<file path="src/rtl/qam_mod_param.sv">
// rtl/qam_mod_param.sv - byte-stream to Gray-mapped QPSK/16-QAM/64-QAM I/Q symbol modulator
module qam_mod_param #(
    parameter int         OUT_W    = 8,
    parameter logic [1:0] MODE_RST = 2'd1
) (
    input  logic                    clk,
    input  logic                    reset,
    input  logic [1:0]              mode,
    input  logic [7:0]              in_data,
    input  logic                    in_valid,
    input  logic                    in_last,
    output logic                    in_ready,
    output logic signed [OUT_W-1:0] I_out,
    output logic signed [OUT_W-1:0] Q_out,
    output logic                    out_valid,
    output logic                    out_last,
    input  logic                    out_ready
);

    // Oldest bit sits at r_buf[15]; bits below the valid count are always zero,
    // which makes the tail padding of a burst free.
    logic [15:0] r_buf;
    logic [4:0]  r_cnt;
    logic        r_last_pending;
    logic [1:0]  r_mode;

    logic [4:0]  w_bps;
    logic [1:0]  w_k;
    logic        w_slot_free;
    logic        w_accept;
    logic        w_form;
    logic        w_sym_last;
    logic [4:0]  w_cnt_after;
    logic [4:0]  w_cnt_next;
    logic [15:0] w_buf_after;
    logic [15:0] w_buf_next;
    logic [2:0]  w_gi;
    logic [2:0]  w_gq;

    function automatic logic signed [OUT_W-1:0] map_axis(input logic [2:0] g, input logic [1:0] k);
        logic [2:0] b;
        int         lv;
        // Leading zeros of a narrower code leave its Gray decode unchanged.
        b[2] = g[2];
        b[1] = g[2] ^ g[1];
        b[0] = g[2] ^ g[1] ^ g[0];
        lv   = 2 * int'(b) - ((1 << k) - 1);
        return OUT_W'(lv);
    endfunction

    always_comb begin
        w_bps = 5'd4;
        w_k   = 2'd2;
        case (r_mode)
            2'd0: begin w_bps = 5'd2; w_k = 2'd1; end
            2'd2: begin w_bps = 5'd6; w_k = 2'd3; end
            default: begin w_bps = 5'd4; w_k = 2'd2; end
        endcase
    end

    always_comb begin
        w_gi = {1'b0, r_buf[15:14]};
        w_gq = {1'b0, r_buf[13:12]};
        case (w_k)
            2'd1: begin w_gi = {2'b00, r_buf[15]}; w_gq = {2'b00, r_buf[14]}; end
            2'd3: begin w_gi = r_buf[15:13];       w_gq = r_buf[12:10];       end
            default: begin w_gi = {1'b0, r_buf[15:14]}; w_gq = {1'b0, r_buf[13:12]}; end
        endcase
    end

    assign in_ready    = (r_cnt <= 5'd8) && !r_last_pending;
    assign w_accept    = in_valid && in_ready;
    assign w_slot_free = !out_valid || out_ready;
    assign w_form      = w_slot_free && ((r_cnt >= w_bps) || (r_last_pending && (r_cnt != 5'd0)));
    assign w_sym_last  = r_last_pending && (r_cnt <= w_bps);

    // Consume first, then append, so a symbol never sees the byte arriving with it.
    always_comb begin
        w_cnt_after = r_cnt;
        w_buf_after = r_buf;
        if (w_form) begin
            w_cnt_after = (r_cnt >= w_bps) ? (r_cnt - w_bps) : 5'd0;
            w_buf_after = r_buf << w_bps;
        end
        w_cnt_next = w_cnt_after;
        w_buf_next = w_buf_after;
        if (w_accept) begin
            w_cnt_next = w_cnt_after + 5'd8;
            w_buf_next = w_buf_after | ({in_data, 8'h00} >> w_cnt_after);
        end
    end

    always_ff @(posedge clk) begin
        if (reset) begin
            r_buf          <= 16'h0000;
            r_cnt          <= 5'd0;
            r_last_pending <= 1'b0;
            r_mode         <= MODE_RST;
            I_out          <= '0;
            Q_out          <= '0;
            out_valid      <= 1'b0;
            out_last       <= 1'b0;
        end else begin
            r_buf <= w_buf_next;
            r_cnt <= w_cnt_next;
            if (r_cnt == 5'd0 && !r_last_pending) begin
                r_mode <= mode;
            end
            if (w_form && w_sym_last) begin
                r_last_pending <= 1'b0;
            end else if (w_accept && in_last) begin
                r_last_pending <= 1'b1;
            end
            if (w_form) begin
                I_out     <= map_axis(w_gi, w_k);
                Q_out     <= map_axis(w_gq, w_k);
                out_valid <= 1'b1;
                out_last  <= w_sym_last;
            end else if (out_ready) begin
                out_valid <= 1'b0;
                out_last  <= 1'b0;
            end
        end
    end

endmodule

</file>
<file path="config.mk">
export PLATFORM = sky130hd
export DESIGN_NAME = qam_mod_param
export DESIGN_NICKNAME = d
export VERILOG_FILES = /design/src/rtl/qam_mod_param.sv
export SDC_FILE = /design/constraint.sdc
export NUM_CORES = 1
export LEC_CHECK = 0
export BUFFER_PORTS_ARGS = -buffer_cell sky130_fd_sc_hd__buf_4
export CAP_MARGIN = 40
export CORE_MARGIN = 2
export CORE_UTILIZATION = 50
export CTS_CLUSTER_SIZE = 12
export DETAILED_ROUTE_END_ITERATION = 16
export GPL_ROUTABILITY_DRIVEN = 0
export PLACE_DENSITY = 0.74
export SETUP_SLACK_MARGIN = 0.15
export SLEW_MARGIN = 15
export SYNTH_ARGS = -nofsm -noshare
export SYNTH_HDL_FRONTEND = slang
export SYNTH_SLANG_ARGS = --single-unit
export TNS_END_PERCENT = 50
</file>
<file path="constraint.sdc">
create_clock -name clk -period 8.1 [get_ports clk]
set_input_delay 0.81 -clock clk [delete_from_list [all_inputs] [get_ports clk]]
set_output_delay 0.81 -clock clk [all_outputs]
set_load 0.005 [all_outputs]
</file>
# Word level (Yosys, flattened, before mapping)
# Cells that the tools add are included.
# op_classes
n_shift	3
multipliers	0
addsub	5
reduce_logical	17
mux	12
eq_ne	3
n_div	0
bitwise_logic	5
order_cmp	3
# ops
op	count
$mux 16	2
$pmux 3 s2	3
$or 16x16->16	1
$shl 16x5->16	1
$shr 16x5->16	1
$sub 5x8->8	2
$mux 5	3
$logic_and 1x1->1	8
$shl 1x2->8 const A	1
$sub 8x2->8 const B	1
$add 5x4->5 const B	1
$ge 5x5->1	1
$le 5x4->1 const B	1
$le 5x5->1	1
$logic_not 5->1	1
$reduce_bool 5->1	1
$sub 5x5->5	1
$eq 2x2->1 const B	2
$pmux 2 s2	1
$xor 1x1->1	4
$mux 1	3
$eq 2x1->1 const B	1
$logic_not 1->1	2
$logic_not 2->1	1
other kinds (3)	4
# word_totals
inputBits	15
latchBits	0
mem_bits_rw	0
mem_bits_ro	0
register_bits	42
memories	0

# Longest topological paths before layout
# Gate-level depths: netlist (run 1).
# logic_depth
depth_word	9
mapped_depth	12
depth_no_buf	9

# Worst setup path before layout (run 1)
# Ideal clock, no wire load.
# synth_path
path_type	register -> register
startpoint	register r_mode[1]
endpoint	register r_buf[5]
arrival_ns	2.774
path_slack_ns	5.195
path_stages_with_launch	12
required_time_ns	7.969
synth_period_minus_slack_ns	2.905
cell_sequence	dfxtp_1 clkbuf_1 nor2_1 inv_1 fa_1 nor4b_1 a21o_2 a21o_1 buf_6 mux2i_1 a2111oi_0 nor3_1
# synth_between
elab_chain_len	9
elab_cells_between_ends	14
cone_classes	add/sub: 1; order compare: 1; eq/ne: 1; shift: 2; mux: 5; bitwise: 1; reduce/logical: 3
# synth_rtl
item	line_no	source
start, declared	25	logic [1:0] r_mode;
start signal, assigned	107	r_mode <= mode;
$eq 2x2->1 or $logic_not 2->1 (tied branches)	54	case (r_mode)
$pmux 3 s2 *	54	
$ge 5x5->1	74, 82	
$logic_or 1x1->1	74	assign w_form = w_slot_free && ((r_cnt >= w_bps) || (r_last_pending && (r_cnt != 5'd0)));
$logic_and 1x1->1	74	
$mux 5	81	if (w_form) begin
$shr 16x5->16	89	w_buf_next = w_buf_after | ({in_data, 8'h00} >> w_cnt_after);
$or 16x16->16	89	
$mux 16 *	87	if (w_accept) begin
end signal, assigned	104	r_buf <= w_buf_next;
end, declared	22	logic [15:0] r_buf;
# Mark *: on every way between the ends. The rest lies on a longest branch, timed or not.
# A chain may end at the register's enable or synchronous reset.

# Final worst setup path (run 1)
# Ends and elaborated chain as after synthesis.

==> results of run 1 <==
==> final cells by class <==
cell class	count	area [um2]
Inverter	10	37.5
Multi-Input combinational cell	261	1730
Tap cell	72	90.1
Clock buffer	7	86.3
Fill cell	520	2340
Clock inverter	1	30.0
Sequential cell	41	821
Timing Repair Buffer	35	270
==> worst max-delay path, cell delays in order, from the launching register on <==
cell and delay, ns:
dfxtp_1 0.56, nor2_1 0.74, inv_1 0.15, fa_1 0.48, nor3b_2 0.23, nor3_1 0.30, a21o_1 0.45, mux2i_1 0.22
a2111oi_0 0.43, nor3_1 0.09
==> kinds of logic (layout without fill, tap and decap cells) <==
kind of cell	Yosys count	count (layout)	synth area share
and+or+nand+nor	113	113	0.197
DFF	41	41	0.298
muxes	31	31	0.113
AOI/OAI and AO/OA	103	103	0.258
buffers and inverters	38	53	0.0764
adders and majority gates	7	7	0.0346
xor gates and xnor gates	7	7	0.0223
==> power by group through the flow <==
| stage | Combinational [mW] | Sequential [mW] | Clock (mW) |
|---|---|---|---|
| after floorplan | 0.802 | 0.336 | 0 |
| after global placement | 0.898 | 0.379 | 0 |
| after CTS | 0.917 | 0.380 | 0.173 |
| after global routing | 1.05 | 0.378 | 0.183 |
| after detailed placement | 0.912 | 0.383 | 0 |
| final | 0.946 | 0.367 | 0.170 |
==> stage by stage <==
step	setup WS [ns]	hold slack, ns	std cells	power, mW
6_report	4.34	0.459	427	1.48
5_1_grt	4.06	0.486	427	1.61
4_1_cts	4.30	0.460	426	1.47
3_5_place_dp	4.34	0.449	418	1.30
3_3_place_gp	4.49	0.444	418	1.28
2_1_floorplan	5.19	0.453	340	1.14
==> cells in the mapped netlist (all sizes together) (3+ instances only) <==
library cell	instances	area share
mux2i	30	0.11
inv	10	0.014
clkbuf	11	0.015
dfxtp	41	0.30
nand3	5	0.0091
a22oi	4	0.016
o22ai	6	0.014
o21ai	14	0.025
nor2	35	0.048
o31ai	4	0.016
nand2	38	0.054
a211oi	8	0.031
ha	6	0.027
xor2	4	0.013
xnor2	3	0.0096
a41oi	3	0.0096
a31oi	4	0.0091
a21oi	39	0.074
nand2b	7	0.016
nor3	7	0.013
nand4	4	0.0091
buf	17	0.048
nor3b	3	0.010
o211ai	7	0.019
==> final timing paths <==
| path | from | to | slack [ns] |
|---|---|---|---|
| setup reg to reg | r_mode[1] | r_buf[5] | 4.34 |
| setup / recovery | r_mode[1] | r_buf[5] | 4.34 |
| hold reg to reg | Q_out[4] | Q_out[4] | 0.46 |
| hold / removal | Q_out[4] | Q_out[4] | 0.46 |
==> flip-flops by register name, summed over array words and instances (netlist names) <==
| name | count |
|---|---|
| out_last | 1 |
| I_out | 8 |
| r_cnt | 5 |
| r_buf | 16 |
| r_last_pending | 1 |
| r_mode | 2 |
| out_valid | 1 |
| Q_out | 7 |
==> layer usage <==
layer  track usage  share of wire  wire, um  up-vias
met5             0              0         0        -
met4        0.0667          0.014        93        0
met3        0.0322          0.052       338        8
met2         0.365           0.48      3070       84
met1         0.285           0.46      2950     1166
li1              -              -         -     1254
==> metrics, run 1 <==
Final #Nets=376; Gate power share=0.638; Post-synth EDFFs=0; layout cells sized above 1=0.163; Die Y-Extent=78.2 um; NetSw=0.725 mW; Syn Nets=362; H-tree Lvls=2; Synth async-reset ratio=0; internal power=0.758 mW; Final HPWL DP=4.62 mm; DR iter-0 viols=182; Site Rows=27; Buffers on Ports=33; n_diodes=0; Ports=34; RSZ-0062 raised after global routing=false; Total Wirelength=6.46 mm; most frequent cells in the layout=dfxtp_1 (41), a21oi_1 (37), nand2_1 (36); DRT Pass-1 Iters=5; crit path launch type=register; CTS tree=built; DRC errors left=0; cts repair resizes=0; clock tree sinks=41; clk_skew=0.00238 ns; P per Cell Area=484 mW/mm2; largest net degree at the start of global routing=44; Fmax=266 MHz; Ys Warns=0; gr ovfl total=0; Post-Syn Instances=340; Sum Neg Setup Slack=0 ns; placed cell area=0.00293 mm2; post-DR wirelength/cell=15.1 um; synthesis-to-layout area growth=11.3%; maximum vdd ir drop=0.448 mV; core box area=0.00541 mm2; vias per inst=5.88; Tcrit/Tclk final=0.464; hold path depth=2; Worst setup EP type=register; Pins Over Slew Limit=0; Sw Share=0.489; first-pass GRT wire length=10.7 mm; initial core utilization=0.509; power share of the clock group=0.115; worst-margin pin slew=0.801 ns; CTS root buffer=clkbuf_8; CP required=8.27 ns; arrival time at the worst endpoint=3.93 ns; register area share after synthesis=0.298; Reg clk slew, reported paths=0.08 ns; Worst Path Max Fanout=17; final setup vio count=0; Crit Path Class=register to register; Yosys reg bits=41; Tot GR Track Use=0.216; synthesized area=0.00275 mm2; post-route minimum period=3.76 ns; Die W=78.2 um; Final Cell Area=0.00306 mm2; max_cap viols=0; cells on worst reg2reg path=9; die area=0.00611 mm2; Max clock buf depth=2; status=complete, no violations; Yosys cell types=57; final hold vios=0; CTS Hold Buffers Added=0; Slew HR=0.464; antenna viol nets, final=0; initial antenna violation count=0; Leak=1.22 nW; sequential share of power=0.248; Main synth FF type=dfxtp_1; CTS Buf Count=5; post-CTS setup repair buffer count=0; Worst-Skew Late Latency=0.29 ns; most common cell after layout, fill and taps aside=dfxtp_1; Vias=2512; syn_area_per_cell=8.09 um2; fin util=0.566; HP Class=register to register; vias in the first global route=2290
(Power assumes the default switching activity.)
==> inputs of run 2 (changes only) <==
--- a/config.mk
+++ b/config.mk
@@ -12,7 +12,7 @@
 export CTS_CLUSTER_SIZE = 12
 export DETAILED_ROUTE_END_ITERATION = 16
 export GPL_ROUTABILITY_DRIVEN = 0
-export PLACE_DENSITY = 0.74
+export PLACE_DENSITY = 0.77
 export SETUP_SLACK_MARGIN = 0.15
 export SLEW_MARGIN = 15
 export SYNTH_ARGS = -nofsm -noshare
==> constraint.sdc (replaced) <==
create_clock -name clk -period 3.1 [get_ports clk]
set_input_delay 0.31 -clock clk [delete_from_list [all_inputs] [get_ports clk]]
set_output_delay 0.31 -clock clk [all_outputs]
set_load 0.005 [all_outputs]
==> metrics, run 2 (synthesized netlist as in run 1, its figures left out) <==
Tcrit/Tclk final=0.892 (was 0.464); most frequent cells in the layout=buf_4 (42), dfxtp_1 (41), a21oi_1 (37) (was dfxtp_1 (41), a21oi_1 (37), nand2_1 (36)); Vias=2508 (was 2512); clk_skew=0.00606 ns (was 0.00238 ns); largest net degree at the start of global routing=44 (unchanged); HP Class=input pin to register (was register to register); vias per inst=5.78 (was 5.88); die area=0.00611 mm2 (unchanged); Worst setup EP type=register (unchanged); dpl ws=0.386 ns (was 4.34 ns); CTS Buf Count=5 (unchanged); Reg clk slew, reported paths=0.08 ns (about the same); most common cell after layout, fill and taps aside=buf_4 (was dfxtp_1); placed cell area=0.00299 mm2 (was 0.00293 mm2); Total Wirelength=6.34 mm (was 6.46 mm); DRT Pass-1 Iters=4 (was 5); core box area=0.00541 mm2 (unchanged); Buffers on Ports=33 (unchanged); Final #Nets=383 (was 376); P per Cell Area=1250 mW/mm2 (was 484 mW/mm2); Final Cell Area=0.00308 mm2 (was 0.00306 mm2); Layout Cells excl Fill=434 (was 427); Die Y-Extent=78.2 um (unchanged); Max clock buf depth=2 (unchanged); layout cells sized above 1=0.185 (was 0.163); RSZ-0062 raised after global routing=true (was false); final hold vios=0 (unchanged); worst hold-check slack=0.237 ns (was 0.459 ns); first-pass GRT wire length=10.8 mm (was 10.7 mm); crit path launch type=register (unchanged); NetSw=1.92 mW (was 0.725 mW); Largest Register=r_buf (unchanged); CTS Hold Buffers Added=0 (unchanged); Die W=78.2 um (unchanged); Sum Neg Setup Slack=0 ns (unchanged); DR iter-0 viols=127 (was 182); post-DR wirelength/cell=14.6 um (was 15.1 um); H-tree Lvls=2 (unchanged); synthesis-to-layout area growth=12.0% (was 11.3%); n_diodes=0 (unchanged); status=complete, no violations (unchanged); initial antenna violation count=0 (unchanged); biggest registers after layout=r_buf: 16 flops, I_out: 8 flops, Q_out: 7 flops (unchanged); Tot GR Track Use=0.217 (was 0.216); worst-margin pin slew=0.697 ns (was 0.801 ns); fill count=529 (was 520); Ports=34 (unchanged); post-route setup slack=0.333 ns (was 4.34 ns); Crit Path Class=register to register (unchanged); Fmax=361 MHz (was 266 MHz); Site Rows=27 (unchanged); Final HPWL DP=4.69 mm (was 4.62 mm); Slew HR=0.523 (was 0.464); Sw Share=0.496 (was 0.489); Worst Path Max Fanout=14 (was 17); Inst Count DP=426 (was 418); sequential share of power=0.239 (was 0.248); antenna viol nets, final=0 (unchanged); DRC errors left=0 (unchanged); clock tree sinks=41 (unchanged); max_cap viols=0 (unchanged); CP required=3.31 ns (was 8.27 ns); gr ovfl total=0 (unchanged); Pins Over Slew Limit=0 (unchanged); vias in the first global route=2317 (was 2290); power share of the clock group=0.090 (was 0.115); CTS tree=built (unchanged); internal power=1.95 mW (was 0.758 mW); final setup vio count=0 (unchanged); Largest register FFs=16 (unchanged); Gate power share=0.672 (was 0.638); Worst-Skew Late Latency=0.30 ns (was 0.29 ns); Leak=1.24 nW (was 1.22 nW); initial core utilization=0.509 (unchanged); arrival time at the worst endpoint=2.98 ns (was 3.93 ns); maximum vdd ir drop=0.851 mV (was 0.448 mV); CTS root buffer=clkbuf_8 (unchanged); post-route minimum period=2.77 ns (was 3.76 ns)
[run 2: area by class of cell]
| class | count | area, um2 | area share |
|---|---|---|---|
| clock buffers | 5 | 68.8 | 0.0223 |
| clock inverters | 3 | 17.5 | 0.00568 |
| inverters | 10 | 37.5 | 0.0122 |
| multi-input cells | 261 | 1730 | 0.562 |
| flip-flops and latches | 41 | 821 | 0.266 |
| well taps | 72 | 90.1 | 0.0292 |
| repair buffers | 42 | 315 | 0.102 |
[run 2: per-layer routing]
| metal | up-vias | share of wire | GRT usage |
|---|---|---|---|
| met5 | - | 0 | 0 |
| met2 | 73 | 0.46 | 0.343 |
| met3 | 11 | 0.060 | 0.0391 |
| li1 | 1266 | - | - |
| met4 | 0 | 0.017 | 0.0842 |
| met1 | 1158 | 0.46 | 0.294 |
[run 2: path summary, 6_finish.rpt]
kind	from	endpoint	slack (ns)	depth (start not counted)
setup reg to reg	r_cnt[1]	r_buf[0]	0.33	9
setup / recovery	r_cnt[1]	r_buf[0]	0.33	9
hold reg to reg	I_out[4]	I_out[4]	0.46	2
hold / removal	mode[1]	r_mode[1]	0.24	3
[run 2: critical path, stage by stage, from the launching register on]
cell	delay, ns
dfxtp_1	0.43
inv_1	0.07
ha_1	0.22
fa_1	0.42
nor4b_1	0.16
a21o_2	0.26
a22oi_4	0.40
mux2i_1	0.29
mux2i_1	0.16
o31ai_1	0.25
[run 2: what timing repair did]
item	CTS	global route
setup buffers	0	0
resized for setup	0	1
setup endpoints to repair	0	1
[run 2: power by group through the flow]
stage	logic, mW	clock network [mW]	registers (mW)
after floorplan	2.10	0	0.878
after global placement	2.50	0	0.925
after detailed placement	2.55	0	0.931
after CTS	2.56	0.355	0.919
after global routing	2.88	0.376	0.954
final	2.60	0.347	0.922
[run 2: through the flow]
step                utilization  power [mW]
floorplan                     -        2.97
global placement          0.553        3.43
detailed placement        0.553        3.48
CTS                       0.569        3.84
global route              0.570        4.21
finish                    0.570        3.87
